==> src/rtl/uart_rx_ctrl.sv <==
// uart_rx_ctrl: sequences the UART receiver. Generates the 16x oversample
// tick while running, buffers received bytes in a first-word-fall-through
// FIFO, hands them out over valid/ready, and keeps sticky overrun and
// framing error flags.
// Optional build macro: UART_RX_CTRL_STATS_EN adds rx_byte_cnt, a 16-bit
// wrapping count of accepted bytes.
module uart_rx_ctrl #(
  parameter int CLK_DIV    = 27,
  parameter int FIFO_DEPTH = 4,
  parameter int DATA_W     = 8
) (
  input  logic                          clk,
  input  logic                          rst,
  input  logic                          en,
  output logic                          rx_tick,
  input  logic                          rx_done,
  input  logic [DATA_W-1:0]             rx_data,
  input  logic                          rx_frame_err,
  output logic [DATA_W-1:0]             m_data,
  output logic                          m_valid,
  input  logic                          m_ready,
  output logic [$clog2(FIFO_DEPTH):0]   fifo_count,
  output logic                          overrun,
  output logic                          frame_err,
  input  logic                          clr_err
`ifdef UART_RX_CTRL_STATS_EN
  ,
  output logic [15:0]                   rx_byte_cnt
`endif
);

  localparam int AW = $clog2(FIFO_DEPTH);
  localparam int CW = AW + 1;
  localparam logic [CW-1:0] DEPTH_C   = CW'(FIFO_DEPTH);
  localparam logic [15:0]   TICK_LAST = 16'(CLK_DIV - 1);

  typedef enum logic [1:0] {
    DISABLED = 2'd0,
    RUN      = 2'd1,
    DRAIN    = 2'd2
  } state_t;

  state_t            state;
  state_t            state_nxt;
  logic [15:0]       tick_cnt;
  logic [DATA_W-1:0] mem [FIFO_DEPTH];
  logic [AW-1:0]     wr_ptr;
  logic [AW-1:0]     rd_ptr;
  logic              fifo_full;
  logic              do_pop;
  logic              do_push;
  logic              set_overrun;
  logic              set_frame;

  // Handshake and push qualification. A full FIFO can still take a byte
  // when the head leaves in the same cycle; nothing is ever overwritten.
  assign m_valid     = (fifo_count != '0);
  assign m_data      = m_valid ? mem[rd_ptr] : '0;
  assign fifo_full   = (fifo_count == DEPTH_C);
  assign do_pop      = m_valid & m_ready;
  assign set_frame   = (state == RUN) & rx_done & rx_frame_err;
  assign do_push     = (state == RUN) & rx_done & ~rx_frame_err & (~fifo_full | do_pop);
  assign set_overrun = (state == RUN) & rx_done & ~rx_frame_err & fifo_full & ~do_pop;

  // State register.
  always_ff @(posedge clk or posedge rst) begin
    if (rst) state <= DISABLED;
    else     state <= state_nxt;
  end

  // Next-state decode and tick output; draining keeps the FIFO readable
  // after enable drops until the consumer has emptied it.
  always_comb begin
    state_nxt = state;
    rx_tick   = 1'b0;
    unique case (state)
      DISABLED: begin
        if (en) state_nxt = RUN;
      end
      RUN: begin
        rx_tick = (tick_cnt == TICK_LAST);
        if (!en) state_nxt = (fifo_count != '0) ? DRAIN : DISABLED;
      end
      DRAIN: begin
        if (en)                      state_nxt = RUN;
        else if (fifo_count == '0)   state_nxt = DISABLED;
      end
      default: state_nxt = DISABLED;
    endcase
  end

  // Oversample divider: counts only while staying in RUN, so every entry
  // into RUN starts from 0 and the first tick lands CLK_DIV cycles later.
  always_ff @(posedge clk or posedge rst) begin
    if (rst) begin
      tick_cnt <= '0;
    end else if (state == RUN && state_nxt == RUN) begin
      tick_cnt <= (tick_cnt == TICK_LAST) ? '0 : tick_cnt + 16'd1;
    end else begin
      tick_cnt <= '0;
    end
  end

  // FIFO storage; contents are only meaningful below fifo_count.
  always_ff @(posedge clk) begin
    if (do_push) mem[wr_ptr] <= rx_data;
  end

  // FIFO pointers and occupancy; pointers wrap naturally at the power-of-2 depth.
  always_ff @(posedge clk or posedge rst) begin
    if (rst) begin
      wr_ptr     <= '0;
      rd_ptr     <= '0;
      fifo_count <= '0;
    end else begin
      if (do_push) wr_ptr <= wr_ptr + AW'(1);
      if (do_pop)  rd_ptr <= rd_ptr + AW'(1);
      if (do_push && !do_pop)      fifo_count <= fifo_count + CW'(1);
      else if (do_pop && !do_push) fifo_count <= fifo_count - CW'(1);
    end
  end

  // Sticky error flags; a new error in the clearing cycle keeps the flag set.
  always_ff @(posedge clk or posedge rst) begin
    if (rst) begin
      overrun   <= 1'b0;
      frame_err <= 1'b0;
    end else begin
      overrun   <= set_overrun | (overrun & ~clr_err);
      frame_err <= set_frame | (frame_err & ~clr_err);
    end
  end

`ifdef UART_RX_CTRL_STATS_EN
  // Accepted-byte statistics, wrapping at 16 bits; cleared only by reset.
  always_ff @(posedge clk or posedge rst) begin
    if (rst)          rx_byte_cnt <= '0;
    else if (do_push) rx_byte_cnt <= rx_byte_cnt + 16'd1;
  end
`endif

endmodule
==> config.mk <==
export PLATFORM = sky130hd
export DESIGN_NAME = uart_rx_ctrl
export DESIGN_NICKNAME = d
export VERILOG_FILES = /design/src/rtl/uart_rx_ctrl.sv
export SDC_FILE = /design/constraint.sdc
export NUM_CORES = 1
export LEC_CHECK = 0
export BUFFER_PORTS_ARGS = -buffer_cell sky130_fd_sc_hd__buf_4
export CORE_UTILIZATION = 50
export DETAILED_ROUTE_END_ITERATION = 10
export PLACE_DENSITY_LB_ADDON = 0.15
export RECOVER_POWER = 100
export SYNTH_ARGS = -nofsm -noshare
export SYNTH_HDL_FRONTEND = slang
export SYNTH_SLANG_ARGS = --single-unit
==> constraint.sdc <==
create_clock -name clk -period 3.8 [get_ports clk]
set_input_delay 0 -clock clk [delete_from_list [all_inputs] [get_ports clk]]
set_output_delay 0 -clock clk [all_outputs]
set_load 0.01 [all_outputs]
==> summary.md, run 1 <==
| Metric | Value |
|---|---|
| CTS tree | `yes` |
| Skew-Pair Late Insertion Delay | `330 ps` |
| Slowest-stage cell, CP | `nor3_1` |
| Num CTS Buffers | `9` |
| Top cells by area in the synthesized netlist | `edfxtp_1 (37%), dfrtp_1 (26%), mux4_2 (7.0%), xnor2_1 (5.1%), ha_1 (3.4%)` |
| Clk Tree Root Cell | `clkbuf_8` |
| Die H | `74.0 µm` |
| Post-CTS sizing | `0` |
| Clock skew | `10.1 ps` |
| Most frequent cell after synthesis | `edfxtp_1` |
| Max incr delay on CP | `530 ps` |
| Area Growth Syn to Fin | `21.7%` |
| Routed wire length | `4600 µm` |
| Postcts setup bufs | `0` |
| Syn Area/Cell | `14.1 µm²` |
| Hold WC Path Type | `input pin to flop` |
| Mapped Cells | `184` |
| Routability cong. | `0.776` |
| Unrepaired setup endpoints after global routing | `no` |
| Vias per cell | `5.06` |
| Pre-antenna DRT Iters | `4` |
| Setup-failing EPs final | `0` |
| Leak Pwr | `1.16 nW` |
| Worst setup EP type | `flop` |
| Layout cells sized above 1 | `14.3%` |
| Fmax | `0.402 GHz` |
| Yosys cell types | `34` |
| Crit path arrival time | `2730 ps` |
| Crit-path cells | `nor2b_1 > nand2_1 > nor3_1 > ha_1 > inv_1 > fa_1 > xor2_1 > nor2_1 > xor2_1` |
| # DRC | `0` |
| DP Wirelength | `3090 µm` |
| Nets | `256` |
| Number of synthesized flops with an enable pin | `32` |
| #FFs+latches synth | `59` |
| Tcrit/Tclk final | `65.5%` |
| First DRT Iteration DRCs | `84` |
| Final Total Pwr | `0.00194 W` |
| Most frequent cells after synthesis | `edfxtp_1 (32), dfrtp_1 (27), nor2_1 (19)` |
| Grt total ovfl | `0` |
| Synth Net Count | `207` |
| Slew Viols, Final | `0` |
| H-tree levels | `3` |
| FP Rows | `25` |
| # IOs | `30` |
| Cell repeated most along the worst path | `xor2_1` |
| Number of fillers in the final layout | `389` |
| Pwr Density | `614 nW/µm²` |
| Top cell type by total area after synthesis | `edfxtp_1` |
| FF+latch area | `1640 µm²` |
| Antenna-violating nets left | `0` |
| FF-to-FF setup slack | `1310 ps` |
| IO Port Bufs | `29` |
| YS warnings | `0` |
| Setup TNS | `0 ps` |
| Final Hold Viols | `0` |
| Path type of the worst setup path | `flop to flop` |
| Antenna Cells | `0` |
| Tmin final | `2490 ps` |
| Least-Margin Pin Slew | `998 ps` |
| First-pass GRT wire length | `7700 µm` |
| Syn Std Cell Area | `2590 µm²` |
| Cell count after placement | `276` |
| Asr flop ratio synth | `45.8%` |
| Clock transition at path regs | `70 ps` |
| Peak VDD IR | `326 µV` |
| CP Data Required Time | `4050 ps` |
| Max_slew headroom | `33.4%` |
| Largest net degree at the start of global routing | `28` |
| CTS sink count | `59` |
| Vias in the first global route | `1633` |
| Post-synth top area share | `37.1%` |
| Area of the multi-input gates | `895 µm²` |
| Vias | `1544` |
| Total track usage | `19.9%` |
| Clock Tree Buf Depth | `2` |
| Crit-path max FO | `7` |
| CORE AREA | `4850 µm²` |
| Die X | `74.0 µm` |
| Seq/Total Area, Yosys | `63.2%` |
| Layout Cells excl Fill | `305` |
| Max Cap Viol | `0` |
| Starting Density | `53.4%` |
| Avg WL per Cell | `15.1 µm` |
| Antenna violations before repair | `0` |
| Worst Hold Slack | `32.0 ps` |
| Outcome | `completed` |
| Die Area | `5470 µm²` |
| Ys flop type | `edfxtp_1` |
| Startpoint Class | `flop` |
==> worst max-delay path, delay by kind of cell, from the launching register on <==
kind / cells / cell delay (ps)
buf+inv: 1 / 60
flops: 1 / 420
xor+xnor: 2 / 320
simple gates: 4 / 940
fa+ha+maj: 2 / 670
==> repair_timing <==
action                                  CTS  global route
endpoints found under the hold margin    65             0
hold buffers                             13             0
endpoints found under the setup margin    0             0
==> final cells by class <==
type	instances	area share (%)
multi-input cells	111	28.4
inverters	10	1.19
clock inverters	5	3.21
clock buffers	11	4.17
well taps	67	2.66
flip-flops and latches	59	51.9
repair buffers	42	8.53
==> cells in the final DEF (no fill, tap or decap), drive strengths merged, types with 5 or more instances in the layout <==
| cell type | n |
|---|---|
| xor2 | 5 |
| clkbuf | 33 |
| xnor2 | 15 |
| nand2 | 6 |
| nor2 | 19 |
| nand3 | 7 |
| and2 | 12 |
| inv | 10 |
| edfxtp | 32 |
| dfrtp | 27 |
| dlygate4sd3 | 13 |
| mux4 | 8 |
| nand4 | 5 |
| buf | 7 |
| nor4 | 6 |
| ha | 7 |
==> power by group <==
| part | switching, W | total, W | internal [W] | leakage [nW] |
|---|---|---|---|---|
| clock network | 0.000232 | 0.000666 | 0.000434 | 0.111 |
| registers | 0.0000942 | 0.000836 | 0.000742 | 0.645 |
| logic | 0.000201 | 0.000435 | 0.000234 | 0.406 |
| total | 0.000528 | 0.00194 | 0.00141 | 1.16 |
==> sequential cells by signal (all words and copies together), names as in the netlist <==
name        cells
state           2
mem            32
fifo_count      3
overrun         1
frame_err       1
wr_ptr          2
tick_cnt       16
rd_ptr          2
==> layer usage <==
layer	vias up	GRT usage (%)	share of wire (%)
met3	11	4.47	2.6
met2	29	32.9	51
li1	754	-	-
met4	0	10.9	2.3
met5	-	0	0
met1	750	24.5	44
==> stage by stage <==
step	cell area (µm²)	util, %	setup WS, ps
2_1_floorplan	2590	-	1700
3_3_place_gp	2880	59.3	1570
3_5_place_dp	2880	59.3	1460
4_1_cts	3240	66.8	1440
5_1_grt	3150	65.1	1090
6_report	3150	65.1	1310
==> kinds of logic after synthesis <==
| family | count (synthesis) | share of synthesized area [%] |
|---|---|---|
| muxes | 10 | 7.82 |
| AOI/OAI and AO/OA | 5 | 1.30 |
| buffers and inverters | 14 | 2.12 |
| and+or+nand+nor | 68 | 14.7 |
| adders and majority gates | 8 | 4.15 |
| DFF | 59 | 63.2 |
| xor gates and xnor gates | 20 | 6.76 |
==> final timing paths <==
check                                          start                         to  depth (start not counted)
max                               state[1]$_DFF_PP0_  fifo_count[2]$_DFFE_PP0P_                          9
min                                     rx_frame_err          overrun$_DFF_PP0_                          3
max reg2reg                       state[1]$_DFF_PP0_  fifo_count[2]$_DFFE_PP0P_                          9
min reg2reg                fifo_count[2]$_DFFE_PP0P_  fifo_count[2]$_DFFE_PP0P_                          1
max in group asynchronous                        rst      tick_cnt[2]$_DFF_PP0_                          3
min in group asynchronous                        rst  fifo_count[0]$_DFFE_PP0P_                          3
Note: power is estimated with default switching activity, not from simulation.
==> run 2, diff against run 1 <==
--- a/config.mk
+++ b/config.mk
@@ -5,6 +5,7 @@
 export SDC_FILE = /design/constraint.sdc
 export NUM_CORES = 1
 export LEC_CHECK = 0
+export ABC_AREA = 1
 export BUFFER_PORTS_ARGS = -buffer_cell sky130_fd_sc_hd__buf_4
 export CORE_UTILIZATION = 50
 export DETAILED_ROUTE_END_ITERATION = 10
==> constraint.sdc (replaced) <==
create_clock -name clk -period 2.05 [get_ports clk]
set_input_delay 0 -clock clk [delete_from_list [all_inputs] [get_ports clk]]
set_output_delay 0 -clock clk [all_outputs]
set_load 0.01 [all_outputs]
==> summary.md, run 2 <==
| Metric | Value |
|---|---|
| First DRT Iteration DRCs | `121` |
| Pre-antenna DRT Iters | `4` |
| Seq/Total Area, Yosys | `58.7%` |
| Worst Path Buf+Inv | `3` |
| Starting Density | `53.3%` |
| Syn Area/Cell | `9.56 µm²` |
| Post-synth top area share | `34.4%` |
| DP Wirelength | `3560 µm` |
| Layout cells sized above 1 | `13.2%` |
| Final Total Pwr | `0.00376 W` |
| Hold WC Path Type | `input pin to flop` |
| Mux share of post-synthesis cell area | `0%` |
| Dpl ws | `116 ps` |
| Area Growth Syn to Fin | `22.3%` |
| Antenna-violating nets left | `0` |
| Ys flop type | `edfxtp_1` |
| Most common cell after layout, fill and taps aside | `nor2_1` |
| CTS sink count | `59` |
| Die X | `76.7 µm` |
| Mapped Cells | `292` |
| Most frequent cell after synthesis | `nor2_1` |
| Synth Area in Compound Gates | `7.49%` |
| Fmax | `0.514 GHz` |
| Cell repeated most along the worst path | `nor2_2` |
| CP top delay family | `adder cells` |
| Core Util, Final | `65.2%` |
| Hold wc startpoint | `rx_frame_err` |
| Leak Pwr | `1.36 nW` |
| Startpoint Class | `flop` |
| Worst setup EP type | `flop` |
| Clock transition at path regs | `60 ps` |
| Synth Area in XOR/XNOR | `2.51%` |
| Cell count after placement | `395` |
| Grt total ovfl | `0` |
| First-pass GRT wire length | `9080 µm` |
| Pwr Density | `1100 nW/µm²` |
| # DRC | `0` |
| Final Hold Viols | `0` |
| CP Data Required Time | `2260 ps` |
| Max Cap Viol | `0` |
| Avg WL per Cell | `12.6 µm` |
| Top cell type by total area after synthesis | `edfxtp_1` |
| FF-to-FF path depth | `12` |
| Slowest-stage cell, CP | `dfrtp_1` |
| Setup ws final | `103 ps` |
| Nets | `375` |
| Die Area | `5880 µm²` |
| Hold Path Stages | `6` |
| Most frequent cells after synthesis | `nor2_1 (71), edfxtp_1 (32), inv_1 (32)` |
| Least-Margin Pin Slew | `1430 ps` |
| Outcome | `completed` |
| #FFs+latches synth | `59` |
| Yosys cell types | `30` |
| Routability cong. | `0.831` |
| Number of synthesized flops with an enable pin | `32` |
| Antenna violations before repair | `0` |
| FF-to-FF setup slack | `100 ps` |
| Asr flop ratio synth | `45.8%` |
| Vias per cell | `4.87` |
| Clk Tree Root Cell | `clkbuf_8` |
| Area share of fa/ha/maj cells after synthesis | `3.86%` |
| # IOs | `30` |
| Slew Viols, Final | `0` |
| Reg2Reg Launch Point | `state[0]$_DFF_PP0_` |
| RR Endpoint | `fifo_count[2]$_DFFE_PP0P_` |
| Path type of the worst setup path | `flop to flop` |
| Max FFs per register | `32` |
| Largest net degree at the start of global routing | `28` |
| Crit-path max FO | `3` |
| Clock Tree Buf Depth | `2` |
| FP Rows | `26` |
| Layout Cells excl Fill | `427` |
| YS warnings | `0` |
| Antenna Cells | `0` |
| Die H | `76.7 µm` |
| Synth Net Count | `315` |
| Min-Delay Endpoint | `wr_ptr[1]$_DFFE_PP0P_` |
| Setup-failing EPs final | `0` |
| Routed wire length | `5390 µm` |
| Top cells by area in the synthesized netlist | `edfxtp_1 (34%), dfrtp_1 (24%), nor2_1 (9.6%), inv_1 (4.3%), nand2_1 (4.2%)` |
| Regs by FF count | `mem: 32 flops, tick_cnt: 16 flops, fifo_count: 3 flops` |
| Combinational family with the most area after synthesis | `simple AND/OR/NAND/NOR gates` |
| H-tree levels | `3` |
| Max_slew headroom | `4.45%` |
| Most frequent cells in the layout | `nor2_1 (73), inv_1 (32), nand2_1 (32), edfxtp_1 (32)` |
| Tcrit/Tclk final | `95.0%` |
| Clock skew | `7.09 ps` |
| Synth Area in Simple Gates | `21.0%` |
| Vias in the first global route | `2013` |
| Total track usage | `20.5%` |
| Crit-path cells | `inv_2 > nor2_2 > nand2_1 > nor2_2 > nand2_2 > clkinv_2 > ha_1 > inv_1 > fa_2 > a21oi_2 > o21ai_1 > xor2_1` |
| CTS tree | `yes` |
| Num CTS Buffers | `9` |
| Tmin final | `1950 ps` |
| Most flop-heavy register | `mem` |
| Peak VDD IR | `593 µV` |
| Syn Std Cell Area | `2790 µm²` |
| Vias | `2080` |
| Skew-Pair Late Insertion Delay | `340 ps` |
| Max incr delay on CP | `370 ps` |
| IO Port Bufs | `29` |
| Crit path arrival time | `2160 ps` |
| CORE AREA | `5240 µm²` |
[run 2: routing by layer]
metal / global-route usage (%) / wire, µm
met5: 0 / 0
met4: 12.7 / 136
met3: 4.17 / 201
met2: 31.6 / 2560
met1: 26.6 / 2500
[run 2: repair_timing]
item,CTS,global route
endpoints found under the setup margin,0,1
gates resized for setup,0,3
endpoints found under the hold margin,64,0
buffers inserted,0,1
hold buffers,15,0
[run 2: final cells by class]
| cell class | count | area (µm²) |
|---|---|---|
| Clock buffer | 11 | 131 |
| Clock inverter | 5 | 103 |
| Fill cell | 456 | 1820 |
| Inverter | 39 | 148 |
| Multi-Input combinational cell | 189 | 966 |
| Sequential cell | 59 | 1640 |
| Tap cell | 70 | 87.6 |
| Timing Repair Buffer | 54 | 342 |
[run 2: kinds of logic after synthesis]
kind of cell / after synthesis
AO/OA/AOI/OAI: 41
flip-flops: 59
adder cells (fa/ha/maj): 8
AND/OR/NAND/NOR: 132
XOR/XNOR: 8
buffers and inverters: 44
[run 2: metrics by stage]
stage               TNS, ps  cell area [µm²]  hold WS (ps)
floorplan                 0             2790          52.7
global placement          0             3130          84.1
detailed placement        0             3130          89.6
CTS                       0             3510          74.5
global route          -22.6             3410           126
finish                    0             3410          83.9
[run 2: worst max path at each step]
stage	from	to	slack [ps]	depth (start not counted)
after floorplan	state[1]$_DFF_PP0_	fifo_count[2]$_DFFE_PP0P_	120	11
after global placement	state[1]$_DFF_PP0_	fifo_count[2]$_DFFE_PP0P_	160	11
after detailed placement	state[1]$_DFF_PP0_	fifo_count[2]$_DFFE_PP0P_	120	11
after CTS	state[1]$_DFF_PP0_	fifo_count[2]$_DFFE_PP0P_	100	11
after global routing	state[0]$_DFF_PP0_	fifo_count[2]$_DFFE_PP0P_	-20	12
final	state[0]$_DFF_PP0_	fifo_count[2]$_DFFE_PP0P_	100	12
[run 2: worst register-to-register path: stages, from the launching register on]
cell,delay (ps)
dfrtp_1,370
inv_2,50
nor2_2,120
nand2_1,80
nor2_2,140
nand2_2,70
clkinv_2,60
ha_1,130
inv_1,80
fa_2,360
a21oi_2,130
o21ai_1,90
xor2_1,140
[run 2: power breakdown]
group / leakage (nW) / internal, W / switching, W
logic: 0.599 / 0.000391 / 0.000639
registers: 0.645 / 0.00137 / 0.000109
clock network: 0.114 / 0.000806 / 0.000453
total: 1.36 / 0.00256 / 0.00120
==> run 3, diff against run 2 <==
==> constraint.sdc (replaced) <==
create_clock -name clk -period 2.5 [get_ports clk]
set_input_delay 0 -clock clk [delete_from_list [all_inputs] [get_ports clk]]
set_output_delay 0 -clock clk [all_outputs]
set_load 0.01 [all_outputs]
==> summary.md, run 3 (synthesis results as in run 2) <==
| Metric | Value |
|---|---|
| Clock Tree Buf Depth | `2` |
| Antenna-violating nets left | `0` |
| Layout cells sized above 1 | `8.83%` |
| Setup ws final | `392 ps` |
| Sw Pwr | `0.000946 W` |
| Vias in the first global route | `1975` |
| Max Cap Viol | `0` |
| Num CTS Buffers | `9` |
| Gate power share | `26.3%` |
| CORE AREA | `5240 µm²` |
| GRT met1 Usage | `26.6%` |
| Die H | `76.7 µm` |
| Leak Pwr | `1.31 nW` |
| Pwr Density | `845 nW/µm²` |
| Max incr delay on CP | `400 ps` |
| Most frequent cells in the layout | `nor2_1 (74), inv_1 (34), nand2_1 (32), edfxtp_1 (32), clkbuf_1 (28)` |
| Reg2Reg Launch Point | `state[1]$_DFF_PP0_` |
| Internal power | `0.00185 W` |
| CP top delay family | `simple AND/OR/NAND/NOR gates` |
| Vias | `2071` |
| # DRC | `0` |
| Setup-failing EPs final | `0` |
| Skew-Pair Late Insertion Delay | `330 ps` |
| Worst setup EP type | `flop` |
| CTS tree | `yes` |
| Grt total ovfl | `0` |
| Most used routing layer in global routing | `met2` |
| Routability cong. | `0.862` |
| Number of fillers in the final layout | `465` |
| DP Wirelength | `3640 µm` |
| Area Growth Syn to Fin | `18.4%` |
| Tcrit/Tclk final | `84.3%` |
| Vias per cell | `4.92` |
| Hold WC Path Type | `input pin to flop` |
| Hold wc startpoint | `rx_frame_err` |
| Setup TNS | `0 ps` |
| # IOs | `30` |
| Startpoint Class | `flop` |
| Switch share | `33.9%` |
| Dpl ws | `428 ps` |
| Largest net degree at the start of global routing | `28` |
| Routed wire length | `5300 µm` |
| Most flop-heavy register | `mem` |
| Fmax | `0.474 GHz` |
| First-pass GRT wire length | `9020 µm` |
| Clock Power Share | `29.1%` |
| Worst Path Buf+Inv | `2` |
| Total track usage | `20.5%` |
| Crit-path max FO | `6` |
| DP Area | `3090 µm²` |
| Met2 usage | `30.7%` |
| Critical path startpoint | `state[1]$_DFF_PP0_` |
| Path type of the worst setup path | `flop to flop` |
| Peak VDD IR | `393 µV` |
| Met3 usage | `5.00%` |
| Die Area | `5880 µm²` |
| Unrepaired setup endpoints after global routing | `no` |
| Tmin final | `2110 ps` |
| Starting Density | `53.3%` |
| Avg WL per Cell | `12.6 µm` |
| Regs by FF count | `mem: 32 flops, tick_cnt: 16 flops, fifo_count: 3 flops` |
| Antenna Cells | `0` |
| Slew Viols, Final | `0` |
| Outcome | `completed` |
| Cell area after layout | `3300 µm²` |
| Nets | `369` |
| Slowest-stage cell, CP | `dfrtp_1` |
| Flop pwr share | `44.6%` |
| Clk Tree Root Cell | `clkbuf_8` |
| Crit path arrival time | `2320 ps` |
| Max FFs per register | `32` |
| Least-Margin Pin Slew | `1010 ps` |
| H-tree levels | `3` |
| Clock skew | `8.97 ps` |
| CP Data Required Time | `2710 ps` |
| Max_slew headroom | `32.9%` |
| Crit-path cells | `nor2_1 > nand2_1 > nor2_2 > nand2_2 > clkinv_2 > ha_1 > inv_1 > fa_1 > a21oi_1 > o21ai_0 > xor2_1` |
| Most common cell after layout, fill and taps aside | `nor2_1` |
| Clock transition at path regs | `70 ps` |
| Postcts setup bufs | `0` |
| IO Port Bufs | `29` |
| First DRT Iteration DRCs | `91` |
| CTS sink count | `59` |
| Final Hold Viols | `0` |
| Pre-antenna DRT Iters | `4` |
| Die X | `76.7 µm` |
| Antenna violations before repair | `0` |
| FP Rows | `26` |
run 3: metrics by stage:
step | utilization [%] | hold WS, ps | power, W | instances
floorplan | - | 52.7 | 0.00177 | 292
finish | 63.1 | 35.5 | 0.00279 | 421
global route | 63.1 | 52.9 | 0.00299 | 421
CTS | 65.4 | 22.8 | 0.00296 | 421
detailed placement | 59.0 | 202 | 0.00212 | 390
global placement | 59.0 | 199 | 0.00209 | 390
run 3: final timing paths:
check                                            end  slack (ps)  depth (start not counted)
max                        fifo_count[2]$_DFFE_PP0P_         390                         11
min reg2reg                       state[0]$_DFF_PP0_         490                          1
min                            wr_ptr[0]$_DFFE_PP0P_          40                          4
min in group asynchronous        frame_err$_DFF_PP0_         480                          3
max reg2reg                fifo_count[2]$_DFFE_PP0P_         390                         11
max in group asynchronous      tick_cnt[6]$_DFF_PP0_        1400                          3
run 3: routing by layer:
layer | vias up | part of all wire (%)
li1 | 1056 | -
met1 | 955 | 47
met2 | 50 | 46
met3 | 10 | 4.2
met4 | 0 | 2.1
met5 | - | 0
run 3: power by group through the flow:
stage	Clock, W	Combinational, W	Sequential (W)
2_1_floorplan	0	0.000570	0.00120
3_3_place_gp	0	0.000827	0.00126
3_5_place_dp	0	0.000848	0.00127
4_1_cts	0.000840	0.000870	0.00125
5_1_grt	0.000876	0.000858	0.00126
6_report	0.000812	0.000734	0.00125
run 3: worst reg2reg max path, stage by stage (launching register included):
cell and delay (ps):
dfrtp_1 400, nor2_1 210, nand2_1 100, nor2_2 120
nand2_2 110, clkinv_2 80, ha_1 130, inv_1 70
fa_1 380, a21oi_1 140, o21ai_0 110, xor2_1 150
run 3: final cells by class:
cell class / count / area, µm² / share of cell area, %
Clock inverter: 6 / 56.3 / 1.70
Multi-Input combinational cell: 189 / 952 / 28.8
Clock buffer: 10 / 128 / 3.86
Sequential cell: 59 / 1640 / 49.5
Inverter: 39 / 148 / 4.47
Timing Repair Buffer: 48 / 297 / 8.97
Tap cell: 70 / 87.6 / 2.65
run 3: timing repair:
action	4_1_cts	5_1_grt
hold buffers	15	0
resized for setup	0	0
endpoints found under the hold margin	64	0
